$ cat config.mk
export PLATFORM = sky130hd
export DESIGN_NAME = lsu_byte_serial
export DESIGN_NICKNAME = d
export VERILOG_FILES = /design/src/rtl/lsu_pkg.sv /design/src/rtl/lsu_load_extend.sv /design/src/rtl/lsu_byte_serial.sv
export SDC_FILE = /design/constraint.sdc
export NUM_CORES = 1
export LEC_CHECK = 0
export ABC_AREA = 1
export CAP_MARGIN = 20
export CORE_MARGIN = 3
export CORE_UTILIZATION = 54
export DETAILED_ROUTE_END_ITERATION = 6
export MAX_ROUTING_LAYER = met4
export PLACE_DENSITY = 0.94
export SLEW_MARGIN = 20
export SYNTH_ARGS = -nofsm -noshare
export SYNTH_HDL_FRONTEND = slang
export SYNTH_SLANG_ARGS = --single-unit
$ cat constraint.sdc
create_clock -name clk -period 3.6 [get_ports clk]
set_input_delay 0.54 -clock clk [delete_from_list [all_inputs] [get_ports clk]]
set_output_delay 0.54 -clock clk [all_outputs]
set_load 0.01 [all_outputs]
$ cat src/rtl/lsu_pkg.sv
// Shared definitions for the byte-serial load/store unit: funct3 codes, FSM states and
// request decode helpers.
package lsu_pkg;

  localparam logic [2:0] F3_B  = 3'b000;
  localparam logic [2:0] F3_H  = 3'b001;
  localparam logic [2:0] F3_W  = 3'b010;
  localparam logic [2:0] F3_BU = 3'b100;
  localparam logic [2:0] F3_HU = 3'b101;

  typedef enum logic [1:0] {IDLE, XFER, RESP} lsu_state_e;

  // Number of byte accesses implied by the size field; the unused encoding is never legal.
  function automatic logic [2:0] byte_count(input logic [2:0] funct3);
    case (funct3[1:0])
      2'b00:   byte_count = 3'd1;
      2'b01:   byte_count = 3'd2;
      2'b10:   byte_count = 3'd4;
      default: byte_count = 3'd1;
    endcase
  endfunction

  function automatic logic is_legal(input logic [2:0] funct3, input logic we);
    if (we) begin
      is_legal = (funct3 == F3_B) || (funct3 == F3_H) || (funct3 == F3_W);
    end else begin
      is_legal = (funct3 == F3_B) || (funct3 == F3_H) || (funct3 == F3_W) ||
                 (funct3 == F3_BU) || (funct3 == F3_HU);
    end
  endfunction

  function automatic logic is_misaligned(input logic [2:0] funct3, input logic [1:0] addr_lo);
    case (funct3[1:0])
      2'b01:   is_misaligned = addr_lo[0];
      2'b10:   is_misaligned = (addr_lo != 2'b00);
      default: is_misaligned = 1'b0;
    endcase
  endfunction

endpackage

$ cat src/rtl/lsu_load_extend.sv
// Sign/zero extension of assembled little-endian load data according to funct3.
module lsu_load_extend
  import lsu_pkg::*;
(
  input  logic [2:0]  funct3_i,
  input  logic [31:0] data_i,
  output logic [31:0] data_o
);

  always_comb begin
    data_o = '0;
    case (funct3_i)
      F3_B:    data_o = {{24{data_i[7]}}, data_i[7:0]};
      F3_H:    data_o = {{16{data_i[15]}}, data_i[15:0]};
      F3_W:    data_o = data_i;
      F3_BU:   data_o = {24'h0, data_i[7:0]};
      F3_HU:   data_o = {16'h0, data_i[15:0]};
      default: data_o = '0;
    endcase
  end

endmodule

$ cat src/rtl/lsu_byte_serial.sv
// Byte-serial load/store initiator: one request becomes 1/2/4 byte accesses, then one response.
// Define LSU_MISALIGN_CHECK_EN to reject misaligned halfword/word accesses as errors.
module lsu_byte_serial
  import lsu_pkg::*;
#(
  parameter int unsigned ADDR_W = 8
) (
  input  logic              clk,
  input  logic              rst,
  input  logic              req_valid,
  output logic              req_ready,
  input  logic              req_we,
  input  logic [2:0]        req_funct3,
  input  logic [ADDR_W-1:0] req_addr,
  input  logic [31:0]       req_wdata,
  output logic              resp_valid,
  output logic [31:0]       resp_rdata,
  output logic              resp_err,
  output logic              mem_en,
  output logic              mem_we,
  output logic [ADDR_W-1:0] mem_addr,
  output logic [7:0]        mem_wdata,
  input  logic [7:0]        mem_rdata
);

  lsu_state_e        state_q, state_d;
  logic [1:0]        cnt_q, cnt_d;
  logic              we_q, we_d;
  logic [2:0]        funct3_q, funct3_d;
  logic [ADDR_W-1:0] addr_q, addr_d;
  logic [31:0]       wdata_q, wdata_d;
  logic [31:0]       data_q, data_d;
  logic              err_q, err_d;
  logic              req_legal;
  logic [31:0]       ext_data;

  always_comb begin
    req_legal = is_legal(req_funct3, req_we);
`ifdef LSU_MISALIGN_CHECK_EN
    req_legal = req_legal && !is_misaligned(req_funct3, req_addr[1:0]);
`endif
  end

  always_ff @(posedge clk) begin
    if (rst) begin
      state_q  <= IDLE;
      cnt_q    <= '0;
      we_q     <= 1'b0;
      funct3_q <= '0;
      addr_q   <= '0;
      wdata_q  <= '0;
      data_q   <= '0;
      err_q    <= 1'b0;
    end else begin
      state_q  <= state_d;
      cnt_q    <= cnt_d;
      we_q     <= we_d;
      funct3_q <= funct3_d;
      addr_q   <= addr_d;
      wdata_q  <= wdata_d;
      data_q   <= data_d;
      err_q    <= err_d;
    end
  end

  always_comb begin
    state_d  = state_q;
    cnt_d    = cnt_q;
    we_d     = we_q;
    funct3_d = funct3_q;
    addr_d   = addr_q;
    wdata_d  = wdata_q;
    data_d   = data_q;
    err_d    = err_q;
    case (state_q)
      IDLE: begin
        if (req_valid) begin
          we_d     = req_we;
          funct3_d = req_funct3;
          addr_d   = req_addr;
          wdata_d  = req_wdata;
          data_d   = '0;
          cnt_d    = '0;
          err_d    = !req_legal;
          state_d  = req_legal ? XFER : RESP;
        end
      end
      XFER: begin
        if (!we_q) begin
          data_d[{cnt_q, 3'b000} +: 8] = mem_rdata;
        end
        cnt_d = cnt_q + 2'd1;
        if ({1'b0, cnt_q} == byte_count(funct3_q) - 3'd1) begin
          state_d = RESP;
        end
      end
      RESP:    state_d = IDLE;
      default: state_d = IDLE;
    endcase
  end

  lsu_load_extend u_load_extend (
    .funct3_i (funct3_q),
    .data_i   (data_q),
    .data_o   (ext_data)
  );

  // Memory and response outputs depend on registered state only.
  always_comb begin
    req_ready  = (state_q == IDLE) && !rst;
    mem_en     = (state_q == XFER);
    mem_we     = (state_q == XFER) && we_q;
    mem_addr   = '0;
    mem_wdata  = '0;
    if (state_q == XFER) begin
      mem_addr  = addr_q + {{(ADDR_W-2){1'b0}}, cnt_q};
      mem_wdata = wdata_q[{cnt_q, 3'b000} +: 8];
    end
    resp_valid = (state_q == RESP);
    resp_err   = (state_q == RESP) && err_q;
    resp_rdata = ((state_q == RESP) && !err_q && !we_q) ? ext_data : '0;
  end

endmodule

After elaboration in Yosys (flattened, before gate mapping)
Index checks and enable logic that the tools add are counted.
W data, S select, Z words.
- flip-flop bits (word level): 81
- bits of input ports: 55
- output and inout port bits: 53
- word-level logic and storage cells: 69
- add/subtract/negate cells: 4
- eq/ne operators: 16
- shifts and indexed selects: 3
- mux-type cells: 17
- reductions and logical operators: 21
- operators with widths (operator ; count):
    $pmux W32 S5 ; 1
    $mux W32 ; 3
    $pmux W32 S2 ; 1
    $bwmux W32 ; 1
    $shift A8 B7 Y32 const A ; 1
    $shiftx A32 B6 Y8 ; 1
    $shiftx A8 B7 Y32 ; 1
    $mux W8 ; 2
    $eq A3 B3 Y1 const B ; 4
    $add A8 B2 Y8 ; 1
    $mux W2 ; 4
    $pmux W2 S2 ; 2
    $neg A5 Y7 ; 1
    $eq A3 B1 Y1 const B ; 2
    $eq A3 B2 Y1 const B ; 2
    $logic_not A3 Y1 ; 2
    $pmux W3 S2 ; 1
    $reduce_and A2 Y1 ; 3
    $logic_and A1 B1 Y1 ; 5
    $eq A2 B1 Y1 const B ; 2
    $eq A2 B2 Y1 const B ; 2
    $logic_not A1 Y1 ; 4
    $logic_or A1 B1 Y1 ; 4
    $ne A2 B2 Y1 const B ; 2
    9 further kinds ; 9

Depth between registers and ports, before layout
- word-level depth: 9
- mapped depth: 10
- gate-level depth less buffers: 9

Hierarchy
A second synthesis with hierarchy kept.
- cells, all modules: 779
- area, all modules: 4903.5 sq um
- by module, submodules not included (module ; times used ; cells each ; area each (sq um) ; seq. area each (sq um)):
    lsu_byte_serial ; 1 ; 695 ; 4370.4 ; 1621.6
    lsu_load_extend ; 1 ; 84 ; 533.0 ; 0.0

Least setup slack after synthesis
No wires, ideal clock.
- kind: register -> output
- start point: reg funct3_q[0]
- end point: out resp_rdata[10]
- arrival: 1441 ps
- required time: 3060 ps
- setup slack: 1619 ps
- stages on the path, launching flop included: 8
- buffers on the path: 1
- cell sequence: dfxtp_1 -> inv_1 -> ha_1 -> nand2_2 -> nand2_1 -> o21ai_2 -> buf_2 -> nor2_1
- cells in the longest elaborated chain, start to end: 3
- elaborated cells on any way between the ends: 7
- classes of those cells: eq/ne: 4; mux: 2; reduce/logical: 1
- RTL lines (what ; line ; source):
    start: declaration ; lsu_byte_serial.sv:29 ; logic [2:0] funct3_q, funct3_d;
    start signal: assignment ; lsu_byte_serial.sv:58 ; funct3_q <= funct3_d;
    $eq A3 B3 Y1 (tied with other cells) ; lsu_load_extend.sv:12 ; case (funct3_i)
    $pmux W32 S5 * ; lsu_load_extend.sv:12 ;
    $mux W32 * ; lsu_byte_serial.sv:121 ; resp_rdata = ((state_q == RESP) && !err_q && !we_q) ? ext_data : '0;
    end: declaration ; lsu_byte_serial.sv:17 ; output logic [31:0] resp_rdata,
Every way passes the cells marked *; elsewhere a longest branch is shown, timed or not.

Worst setup path in the final report
- start point: reg funct3_q[0]
- end point: out resp_rdata[15]
Same word-level chain as after synthesis.

==> metrics <==
status=complete, no violations; Tmin final=3.31 ns; DR iter-0 viols=330; drt pass-1 iters=5; Arr. time, crit path=2.77 ns; Final setup violation count=0; Slew headroom=0.512; fmax=302 MHz; full die area=a little over 0.009 mm2; Setup CP Type=register to output port; total power=~2.4 mW; Post-Syn Instances=710; grt total ovfl=0; Crit. End Element=output port; Inserted Clock Buffers=9; io pins=108; final hold violation count=0; RD Place Congestion=0.959; PwrDens=424 mW/mm2; Sequential Power Share=0.434; CTS tree=built; hold-fix buffers at CTS=0; initial antenna violation count=0; vias per cell=5.20; Seq/Total Area, Yosys=0.374; internal power=1.67 mW; Max-Cap Viols=0; Hold Path Class=register to register; RSZ-0062 raised after global routing=false; Die H=95.6 um; period utilisation layout=0.920; Area growth, synth to finish=31.4%; max-slew violations=0; Hold WS=0.507 ns; WL/cell=13.1 um; TNS Setup=0 ns; #FFs+latches synth=81; hpwl dp=around 8800 um; Synth Warn #=0; first-pass GRT wire length=19800 um; clock sink total=81; clock power share=0.335; Clock Latency Late Sink=0.36 ns; CTS clk-pin slew, worst paths=around 0.09 ns; n_diodes=0; CTS root buf=clkbuf_8; Mean Syn Cell Area=a little over 6 um2; Nets=870; Worst Hold Launch=err_q$_SDFFE_PP0P_; Net Sw Frac=0.307; die width=roughly 96 um; DRC violations left=0; ANT nets after route=0; most common cell after layout, fill and taps aside=nor2_1; Worst Skew=between 0.005 and 0.006 ns; IO buf count=107; Data required, critical path=3.06 ns; fraction of layout cells with a size suffix above 1=0.0444; worst-margin pin slew=0.731 ns; area of the mapped netlist=0.00433 mm2; most frequent cells in the layout=nor2_1, nand2_1, clkdlybuf4s50_1; Max IR drop VDD=0.000235 V; Post CTS Setup Buffer Count=0; vias in the first global route=4548; CTS resizes=0; placed cell count=896; post-synth cell types=26; Final WS setup=0.288 ns; switching pwr=about 0.74 mW; core box area=0.00777 mm2; CP startpoint=funct3_q[0]$_SDFFE_PP0P_; Max clock buf depth=2; Layout Cells excl Fill=912; via count=4738; GRT Util Overall=0.278; Max FO, Critical Path=17; DP Worst Slack=0.661 ns; row count=32; starting density of the core=0.558; Syn Nets=775; Worst setup SP type=register; fill count=615; leak pwr=2.60 nW; H-tree Lvls=3; Comb pwr share=0.231; reg-to-reg critical path startpoint=cnt_q[0]$_SDFFE_PP0P_; wire length after detailed routing=11900 um; pin count of the biggest net entering global routing=52
==> final cells by class <==
cell class,instances,area (um2),area share
multi-input cells,512,2250,0.396
flip-flops and latches,81,1620,0.285
repair buffers,113,1120,0.196
inverters,88,330,0.0580
clock buffers,10,128,0.0224
well taps,102,128,0.0224
clock inverters,6,115,0.0202
==> critical path, cell delays in order, from the launching register on <==
cell and delay [ns]:
dfxtp_1 0.34, inv_1 0.08, ha_1 0.23, nand2_2 0.27, nand2_1 0.26, o21ai_2 0.64
nor2_1 0.10, clkdlybuf4s50_1 0.51
==> cell usage after synthesis <==
| master | number | area share |
|---|---|---|
| a21oi_1 | 31 | 0.036 |
| a21oi_2 | 1 | 0.0020 |
| buf_1 | 1 | 0.00087 |
| buf_2 | 2 | 0.0023 |
| buf_4 | 2 | 0.0035 |
| buf_6 | 1 | 0.0026 |
| clkbuf_1 | 22 | 0.019 |
| clkbuf_2 | 1 | 0.0012 |
| clkinv_1 | 2 | 0.0017 |
| dfxtp_1 | 81 | 0.37 |
| fa_1 | 1 | 0.0046 |
| ha_1 | 9 | 0.026 |
| inv_1 | 83 | 0.072 |
| inv_2 | 3 | 0.0026 |
| nand2_1 | 148 | 0.13 |
| nand2_2 | 1 | 0.0014 |
| nand3_1 | 17 | 0.020 |
| nand3b_1 | 3 | 0.0052 |
| nand4_1 | 7 | 0.010 |
| nor2_1 | 201 | 0.17 |
| nor2_2 | 6 | 0.0087 |
| nor3_1 | 1 | 0.0012 |
| nor3_4 | 1 | 0.0038 |
| o21ai_0 | 82 | 0.095 |
| o21ai_2 | 1 | 0.0020 |
| or2_2 | 2 | 0.0029 |
==> flip-flops by register name, summed over array words and instances (netlist names) <==
name / flops
wdata_q: 32
state_q: 2
funct3_q: 3
cnt_q: 2
data_q: 32
err_q: 1
we_q: 1
addr_q: 8
==> metrics by stage <==
| step | utilization | area, um2 |
|---|---|---|
| floorplan | - | 4330 |
| global placement | 0.702 | 5450 |
| detailed placement | 0.702 | 5450 |
| CTS | 0.733 | 5690 |
| global route | 0.733 | 5690 |
| finish | 0.733 | 5690 |
==> power by group through the flow <==
| stage | sequential (mW) | combinational (mW) | clock [mW] |
|---|---|---|---|
| 2_1_floorplan | 1.05 | 0.374 | 0 |
| 3_3_place_gp | 1.06 | 0.532 | 0 |
| 3_5_place_dp | 1.07 | 0.549 | 0 |
| 4_1_cts | 1.05 | 0.554 | 0.811 |
| 5_1_grt | 1.06 | 0.636 | 0.852 |
| 6_report | 1.05 | 0.557 | 0.809 |
==> logic make-up after synthesis <==
logic type	Yosys count	share of synthesized area
simple gates	387	0.355
flops	81	0.374
compound gates	115	0.135
buf+inv	117	0.106
fa+ha+maj	10	0.0306
==> per-layer routing <==
layer  wire, um  up-vias  track usage
li1           -     2375            -
met3        949       41       0.0497
met2       5910      220        0.476
met1       4740     2102        0.319
met5          0        -            -
met4        335        0        0.120
==> final timing paths <==
check | end | slack [ns] | depth (start not counted)
min | err_q$_SDFFE_PP0P_ | 0.51 | 2
min reg2reg | err_q$_SDFFE_PP0P_ | 0.51 | 2
max | resp_rdata[15] | 0.29 | 7
max reg2reg | data_q[21]$_SDFFE_PP0P_ | 0.78 | 10
(Power assumes the default switching activity.)
